$ cat src/rtl/simple_top.sv
// LED pattern sequencer: a prescaler-driven step tick walks a 4-mode FSM
// (rotate left, rotate right, count up, blink), each mode lasting STEPS_PER_MODE ticks.
module simple_top #(
    parameter int unsigned DIV            = 4,
    parameter int unsigned STEPS_PER_MODE = 8
) (
    input  logic       clk,
    input  logic       rst_n,
    output logic [3:0] led_out
);

    localparam int unsigned PW = 16;
    localparam int unsigned SW = 8;
    localparam int unsigned LW = 4;

    // One-hot so that corrupted state is detectable and recoverable
    typedef enum logic [3:0] {
        LEFT  = 4'b0001,
        RIGHT = 4'b0010,
        COUNT = 4'b0100,
        BLINK = 4'b1000
    } mode_e;

    mode_e          mode_q, mode_d;
    logic [PW-1:0]  presc_q, presc_d;
    logic [SW-1:0]  step_q, step_d;
    logic [LW-1:0]  led_q, led_d;

    logic           tick_c;
    logic           last_c;
    logic           illegal_c;
    mode_e          next_mode_c;
    logic [LW-1:0]  start_pat_c;
    logic [LW-1:0]  rule_pat_c;

    always_ff @(posedge clk) begin
        if (!rst_n) begin
            presc_q <= '0;
            step_q  <= '0;
            mode_q  <= LEFT;
            led_q   <= LW'(4'b0001);
        end else begin
            presc_q <= presc_d;
            step_q  <= step_d;
            mode_q  <= mode_d;
            led_q   <= led_d;
        end
    end

    always_comb begin
        tick_c      = (presc_q == PW'(DIV - 1));
        last_c      = (step_q == SW'(STEPS_PER_MODE - 1));
        presc_d     = tick_c ? '0 : presc_q + PW'(1);
        step_d      = step_q;
        mode_d      = mode_q;
        led_d       = led_q;
        illegal_c   = 1'b0;
        next_mode_c = LEFT;
        start_pat_c = LW'(4'b0001);
        rule_pat_c  = led_q;

        // Per-mode successor, its start pattern, and the in-mode update rule
        case (mode_q)
            LEFT: begin
                next_mode_c = RIGHT;
                start_pat_c = LW'(4'b1000);
                rule_pat_c  = {led_q[2:0], led_q[3]};
            end
            RIGHT: begin
                next_mode_c = COUNT;
                start_pat_c = LW'(4'b0000);
                rule_pat_c  = {led_q[0], led_q[3:1]};
            end
            COUNT: begin
                next_mode_c = BLINK;
                start_pat_c = LW'(4'b1111);
                rule_pat_c  = led_q + LW'(1);
            end
            BLINK: begin
                next_mode_c = LEFT;
                start_pat_c = LW'(4'b0001);
                rule_pat_c  = ~led_q;
            end
            default: begin
                illegal_c = 1'b1;
            end
        endcase

        if (illegal_c) begin
            mode_d = LEFT;
            step_d = '0;
            led_d  = LW'(4'b0001);
        end else if (tick_c) begin
            if (last_c) begin
                step_d = '0;
                mode_d = next_mode_c;
                led_d  = start_pat_c;
            end else begin
                step_d = step_q + SW'(1);
                led_d  = rule_pat_c;
            end
        end
    end

    assign led_out = led_q;

endmodule

$ cat config.mk
export PLATFORM = sky130hd
export DESIGN_NAME = simple_top
export DESIGN_NICKNAME = d
export VERILOG_FILES = /design/src/rtl/simple_top.sv
export SDC_FILE = /design/constraint.sdc
export NUM_CORES = 1
export LEC_CHECK = 0
export CAP_MARGIN = 20
export CORE_AREA = 5 5 68 83
export CTS_BUF_LIST = sky130_fd_sc_hd__clkbuf_4 sky130_fd_sc_hd__clkbuf_8 sky130_fd_sc_hd__clkbuf_16
export CTS_CLUSTER_SIZE = 20
export DETAILED_ROUTE_END_ITERATION = 8
export DIE_AREA = 0 0 73 88
export GPL_ROUTABILITY_DRIVEN = 0
export HOLD_SLACK_MARGIN = 0.02
export PLACE_DENSITY = 0.54
export SYNTH_ARGS = -nofsm -noshare
export SYNTH_HDL_FRONTEND = slang
export SYNTH_SLANG_ARGS = --single-unit
$ cat constraint.sdc
create_clock -name clk -period 4.5 [get_ports clk]
set_input_delay 0.675 -clock clk [delete_from_list [all_inputs] [get_ports clk]]
set_output_delay 0.675 -clock clk [all_outputs]
set_load 0.02 [all_outputs]
==> run summary, run 1 <==
CP Class - reg2reg
largest net degree at the start of global routing - 18
worst r2r dst - led_out[2]
clk_skew - 7.70 ps
TNS Setup - 0 ps
clock power share - 0.450
setup violators final - 0
crit path time final - 2200 ps
synth top area cells - dfxtp_1 36%, xor2_1 5.8%, nor2_1 4.4%
fin crit share - 0.489
Row Count - 28
WL per Instance - 13.5 um
Sw Ratio - 0.226
Avg Cell Area, Syn - 8.60 um2
Via density - 5.49
maximum clock rate - 455 MHz
sequential-to-total area share from yosys stat - 0.357
Main synth FF type - dfxtp_1
first-pass GRT wire length - 6600 um
Initial Util - 0.377
data arrival time of the critical path - 2350 ps
syn nets - 214
Slew @ Worst Pin - 980 ps
Buf/Inv on CP - 0
Distinct cells, synth - 52
critical-path cell list - xor2_1 > o211a_1 > o21ai_1 > o21bai_1 > a31oi_1
Min-Delay Path Class - reg2reg
share of cells above drive strength 1 - 0.0853
Syn Inst Count - 209
logic gate share of total power - 0.066
Int Pwr - 0.000477 W
Antenna diodes - 0
total number of vias - 1487
R2R cell count - 5
worst reg2reg startpoint - mode_q[1]
Die Width - 73 um
post-route ant nets - 0
nets@finish - 215
gr usage total - 0.131
post-synth top area cell - dfxtp_1
clk sinks - 32
Congestion Overflow GR - 0
Setup Buffers After CTS - 0
peak supply drop - 177 uV
Max Fanout on Critical Path - 17
outcome - finished, final reports clean
initial antenna violation count - 0
area grow syn2layout - 10.1%
Die ar. - 0.00642 mm2
CP top delay family - compound AO/OA/AOI/OAI gates
Worst Hold Path EP - presc_q[0]
Post-synth EDFFs - 0
critical path capture point type - register
CP max stage cell - o21ai_1
post-route cell area - 0.00198 mm2
Leakage - 0.714 nW
synthesized area - 0.00180 mm2
floorplan core area - 0.00476 mm2
Ports - 6
CP max stage delay - 760 ps
yosys warns - 0
Post-synth ARST share - 0
element type at the critical path start - register
Die Y - 88 um
Root Buffer - clkbuf_8
clock edge transition at the registers on the reported setup and hold paths - 70 ps
H-tree level count - 2
most common cell after layout, fill and taps aside - dfxtp_1
hold path cells - 1
Yosys top cell area share - 0.357
drt total wl - 3670 um
CTS tree - built
vias in the first global route - 1415
DRC - 0
TritonCTS buffer count - 5
fin. max-slew vios - 0
min-delay src - presc_q[0]
post-CTS sizing - 0
HPWL Detailed - 2570 um
Max-Cap Viols - 0
Pre-antenna DRT Iters - 4
NetSw - 0.000139 W
worst reg2reg setup slack - 2300 ps
Max Root-Sink Buffers - 2
Sequential Power Share - 0.484
hold_buf cts - 0
most frequent cells in the layout - 32 x dfxtp_1, 21 x nor2_1, 15 x nand2_1
worst skew pair latency - 280 ps
Final Hold Violating Endpoints - 0
unrepaired setup endpoints after global routing - false
count of input and output buffers - 5
Data required, critical path - 4650 ps
pwr/cell area - 312 mW/mm2
Yosys reg bits - 32
1st-iter DRT viols - 71
slew margin rel. - 0.342
Cell Area, Placed - 0.00187 mm2
[worst register-to-register path, stage by stage (launching register included)]
cell,delay (ps)
dfxtp_1,630
xor2_1,160
o211a_1,250
o21ai_1,760
o21bai_1,220
a31oi_1,50
[cell type report]
type	instances	area [um2]
repair buffers	5	50.0
clock buffers	6	76.3
fillers	497	2790
well taps	60	75.1
flip-flops and latches	32	641
multi-input cells	161	1080
inverters	5	18.8
clock inverters	2	35.0
[how the worst max path moves through the flow]
stage / start / to / depth (start not counted)
final: mode_q[1] / led_out[2] / 5
after global routing: mode_q[1] / led_out[2] / 5
after CTS: mode_q[1] / led_out[2] / 5
after detailed placement: mode_q[1] / led_out[2] / 5
after global placement: mode_q[1] / led_out[1] / 5
after floorplan: step_q[0] / step_q[3] / 6
[kinds of logic (layout without fill, tap and decap cells)]
| family | after synthesis | count (layout) | synth area share |
|---|---|---|---|
| buffers and inverters | 16 | 18 | 0.0411 |
| adders and majority gates | 3 | 3 | 0.0209 |
| DFF | 32 | 32 | 0.357 |
| xor gates and xnor gates | 20 | 20 | 0.0975 |
| AOI/OAI and AO/OA | 48 | 48 | 0.173 |
| and+or+nand+nor | 89 | 89 | 0.305 |
| muxes | 1 | 1 | 0.00557 |
[power groups by stage]
| stage | Sequential (W) | Clock [W] | Combinational, W |
|---|---|---|---|
| after detailed placement | 0.000305 | 0 | 0.0000414 |
| after CTS | 0.000298 | 0.000287 | 0.0000417 |
| after floorplan | 0.000306 | 0 | 0.0000270 |
| after global placement | 0.000305 | 0 | 0.0000414 |
| final | 0.000298 | 0.000278 | 0.0000409 |
| after global routing | 0.000299 | 0.000301 | 0.0000466 |
[cells in the mapped netlist, drive strengths merged (2+ instances only)]
cell / n
buf: 6
o211ai: 2
nor3: 6
and2: 4
xnor2: 8
nor2: 21
nor2b: 2
nor4: 4
nand4: 6
dfxtp: 32
o21bai: 4
nand2b: 2
nor4b: 3
and4: 3
clkbuf: 5
or3: 4
inv: 5
a221o: 2
nand3: 9
a21oi: 13
o211a: 2
xor2: 12
ha: 3
a31oi: 3
o21ai: 12
and3: 3
nand2: 15
[per-layer routing]
layer,vias to the layer above,wire [um],global-route usage
met4,0,24,0.0470
met3,2,171,0.0367
met1,688,1700,0.164
met5,-,0,0
li1,762,-,-
met2,35,1770,0.213
[registers in the layout, indices dropped and copies added, names as in the netlist]
register and cells:
step_q 8, presc_q 16, mode_q 4, led_out 4
[per-stage QoR]
stage	hold WS (ps)	utilization	power [W]	std cells	worst slack (ps)
final	463	0.415	0.000617	271	2300
after global routing	498	0.415	0.000647	271	2000
after CTS	470	0.415	0.000627	271	2280
after detailed placement	455	0.392	0.000346	263	2270
after global placement	444	0.392	0.000346	263	2300
after floorplan	426	-	0.000333	209	2830
(Power assumes the default switching activity.)
==> run 2, diff against run 1 <==
--- a/config.mk
+++ b/config.mk
@@ -13,7 +13,7 @@
 export DIE_AREA = 0 0 73 88
 export GPL_ROUTABILITY_DRIVEN = 0
 export HOLD_SLACK_MARGIN = 0.02
-export PLACE_DENSITY = 0.54
+export PLACE_DENSITY = 0.56
 export SYNTH_ARGS = -nofsm -noshare
 export SYNTH_HDL_FRONTEND = slang
 export SYNTH_SLANG_ARGS = --single-unit
==> constraint.sdc (replaced) <==
create_clock -name clk -period 1.9 [get_ports clk]
set_input_delay 0.285 -clock clk [delete_from_list [all_inputs] [get_ports clk]]
set_output_delay 0.285 -clock clk [all_outputs]
set_load 0.02 [all_outputs]
==> run summary, run 2 (same netlist as run 1, synthesis figures left out) <==
NetSw - 0.000334 W (was 0.000139 W)
largest register by flop count - presc_q (unchanged)
Leakage - 0.827 nW (was 0.714 nW)
count of input and output buffers - 5 (unchanged)
met2 Use GR - 0.238 (was 0.213)
first-pass GRT wire length - 7020 um (was 6600 um)
vias in the first global route - 1512 (was 1415)
logic gate share of total power - 0.087 (was 0.066)
most common cell after layout, fill and taps aside - dfxtp_1 (unchanged)
area grow syn2layout - 21.9% (was 10.1%)
post-route ant nets - 0 (unchanged)
clock edge transition at the registers on the reported setup and hold paths - 70 ps (about the same)
Regs by FF count - presc_q x16, step_q x8 (unchanged)
Via density - 5.41 (was 5.49)
unrepaired setup endpoints after global routing - false (unchanged)
Die ar. - 0.00642 mm2 (unchanged)
fin. max-slew vios - 0 (unchanged)
CP Class - reg2reg (unchanged)
Die Width - 73 um (unchanged)
Min-Delay Path Class - reg2reg (unchanged)
fin crit share - 0.938 (was 0.489)
Sequential Power Share - 0.475 (was 0.484)
pre-CTS setup slack - 70.3 ps (was 2270 ps)
Congestion Overflow GR - 0 (unchanged)
most frequent cells in the layout - 30 x dfxtp_1, 21 x nor2_1, 19 x buf_4 (was 32 x dfxtp_1, 21 x nor2_1, 15 x nand2_1)
Row Count - 28 (unchanged)
WL per Instance - 13.9 um (was 13.5 um)
Sw Ratio - 0.224 (was 0.226)
clock power share - 0.437 (was 0.450)
total number of vias - 1586 (was 1487)
TritonCTS buffer count - 5 (unchanged)
met3 Use GR - 0.0310 (was 0.0367)
final cell count without fillers - 293 (was 271)
data arrival time of the critical path - 1960 ps (was 2350 ps)
share of cells above drive strength 1 - 0.193 (was 0.0853)
Initial Util - 0.377 (unchanged)
CP max stage delay - 600 ps (was 760 ps)
Pre-antenna DRT Iters - 4 (unchanged)
clk sinks - 32 (unchanged)
setup violators final - 0 (unchanged)
largest net degree at the start of global routing - 16 (was 18)
Buf/Inv on CP - 1 (was 0)
outcome - finished, final reports clean (unchanged)
worst skew pair latency - 280 ps (about the same)
flip-flop count of the largest register after layout - 16 (unchanged)
Data required, critical path - 2080 ps (was 4650 ps)
Slew @ Worst Pin - 453 ps (was 980 ps)
pwr/cell area - 681 mW/mm2 (was 312 mW/mm2)
drt total wl - 4060 um (was 3670 um)
Max-Cap Viols - 0 (unchanged)
crit path time final - 1780 ps (was 2200 ps)
nets@finish - 237 (was 215)
element type at the critical path start - register (unchanged)
slew margin rel. - 0.698 (was 0.342)
CP top delay family - compound AO/OA/AOI/OAI gates (unchanged)
Die Y - 88 um (unchanged)
CP max stage cell - dfxtp_1 (was o21ai_1)
gr usage total - 0.139 (was 0.131)
clk_skew - 5.26 ps (was 7.70 ps)
busiest layer in global routing - met2 (unchanged)
H-tree level count - 2 (unchanged)
Antenna diodes - 0 (unchanged)
critical-path cell list - xor2_1 > o211ai_1 > a31oi_2 > buf_4 > a21bo_2 (was xor2_1 > o211a_1 > o21ai_1 > o21bai_1 > a31oi_1)
met1 track demand over resource - 0.166 (was 0.164)
CTS tree - built (unchanged)
critical path capture point type - register (unchanged)
HPWL Detailed - 2880 um (was 2570 um)
Ports - 6 (unchanged)
Int Pwr - 0.00116 W (was 0.000477 W)
TNS Setup - 0 ps (unchanged)
Final Hold Violating Endpoints - 0 (unchanged)
hold_buf cts - 0 (unchanged)
maximum clock rate - 561 MHz (was 455 MHz)
initial antenna violation count - 0 (unchanged)
floorplan core area - 0.00476 mm2 (unchanged)
1st-iter DRT viols - 68 (was 71)
Max Fanout on Critical Path - 13 (was 17)
peak supply drop - 305 uV (was 177 uV)
Root Buffer - clkbuf_8 (unchanged)
fillcell total - 501 (was 497)
fin worst setup slack - 117 ps (was 2300 ps)
Max Root-Sink Buffers - 2 (unchanged)
Hold Slack - 462 ps (was 463 ps)
worst reg2reg setup slack - 120 ps (was 2300 ps)
DRC - 0 (unchanged)
DP Cell Count - 280 (was 263)
-- run 2: metal layers --
layer | share of wire | wire (um) | vias to the layer above
li1 | - | - | 800
met1 | 0.44 | 1780 | 754
met3 | 0.021 | 86 | 10
met2 | 0.52 | 2110 | 22
met5 | 0 | 0 | -
met4 | 0.019 | 79 | 0
-- run 2: what timing repair did --
action                                  in CTS  in global routing
setup buffers                                0                  4
resized for setup                            0                  7
endpoints found under the setup margin       0                  6
-- run 2: power groups by stage --
stage | Sequential, W | Clock [W] | Combinational [W]
4_1_cts | 0.000705 | 0.000677 | 0.000115
5_1_grt | 0.000712 | 0.000706 | 0.000144
3_3_place_gp | 0.000720 | 0 | 0.000116
2_1_floorplan | 0.000724 | 0 | 0.0000640
6_report | 0.000709 | 0.000652 | 0.000130
3_5_place_dp | 0.000720 | 0 | 0.000115
-- run 2: final timing paths --
| check | startpoint | end | depth (start not counted) |
|---|---|---|---|
| worst min-delay path | presc_q[0] | presc_q[0] | 1 |
| worst min register to register | presc_q[0] | presc_q[0] | 1 |
| worst max-delay path | mode_q[2] | led_out[0] | 5 |
| worst max register to register | mode_q[2] | led_out[0] | 5 |
-- run 2: through the flow --
stage	instance area (um2)	total power (W)	util
floorplan	1800	0.000788	-
global placement	2010	0.000836	0.421
detailed placement	2010	0.000836	0.421
CTS	2120	0.00150	0.445
global route	2190	0.00156	0.460
finish	2190	0.00149	0.460
-- run 2: cell type report --
type	instances	area [um2]	share of cell area
sequential	32	643	0.294
inverter	5	18.8	0.00857
multi-input combinational	162	1120	0.510
timing repair buffer	26	224	0.102
clock inverter	2	35.0	0.0160
tap	60	75.1	0.0343
clock buffer	6	76.3	0.0349
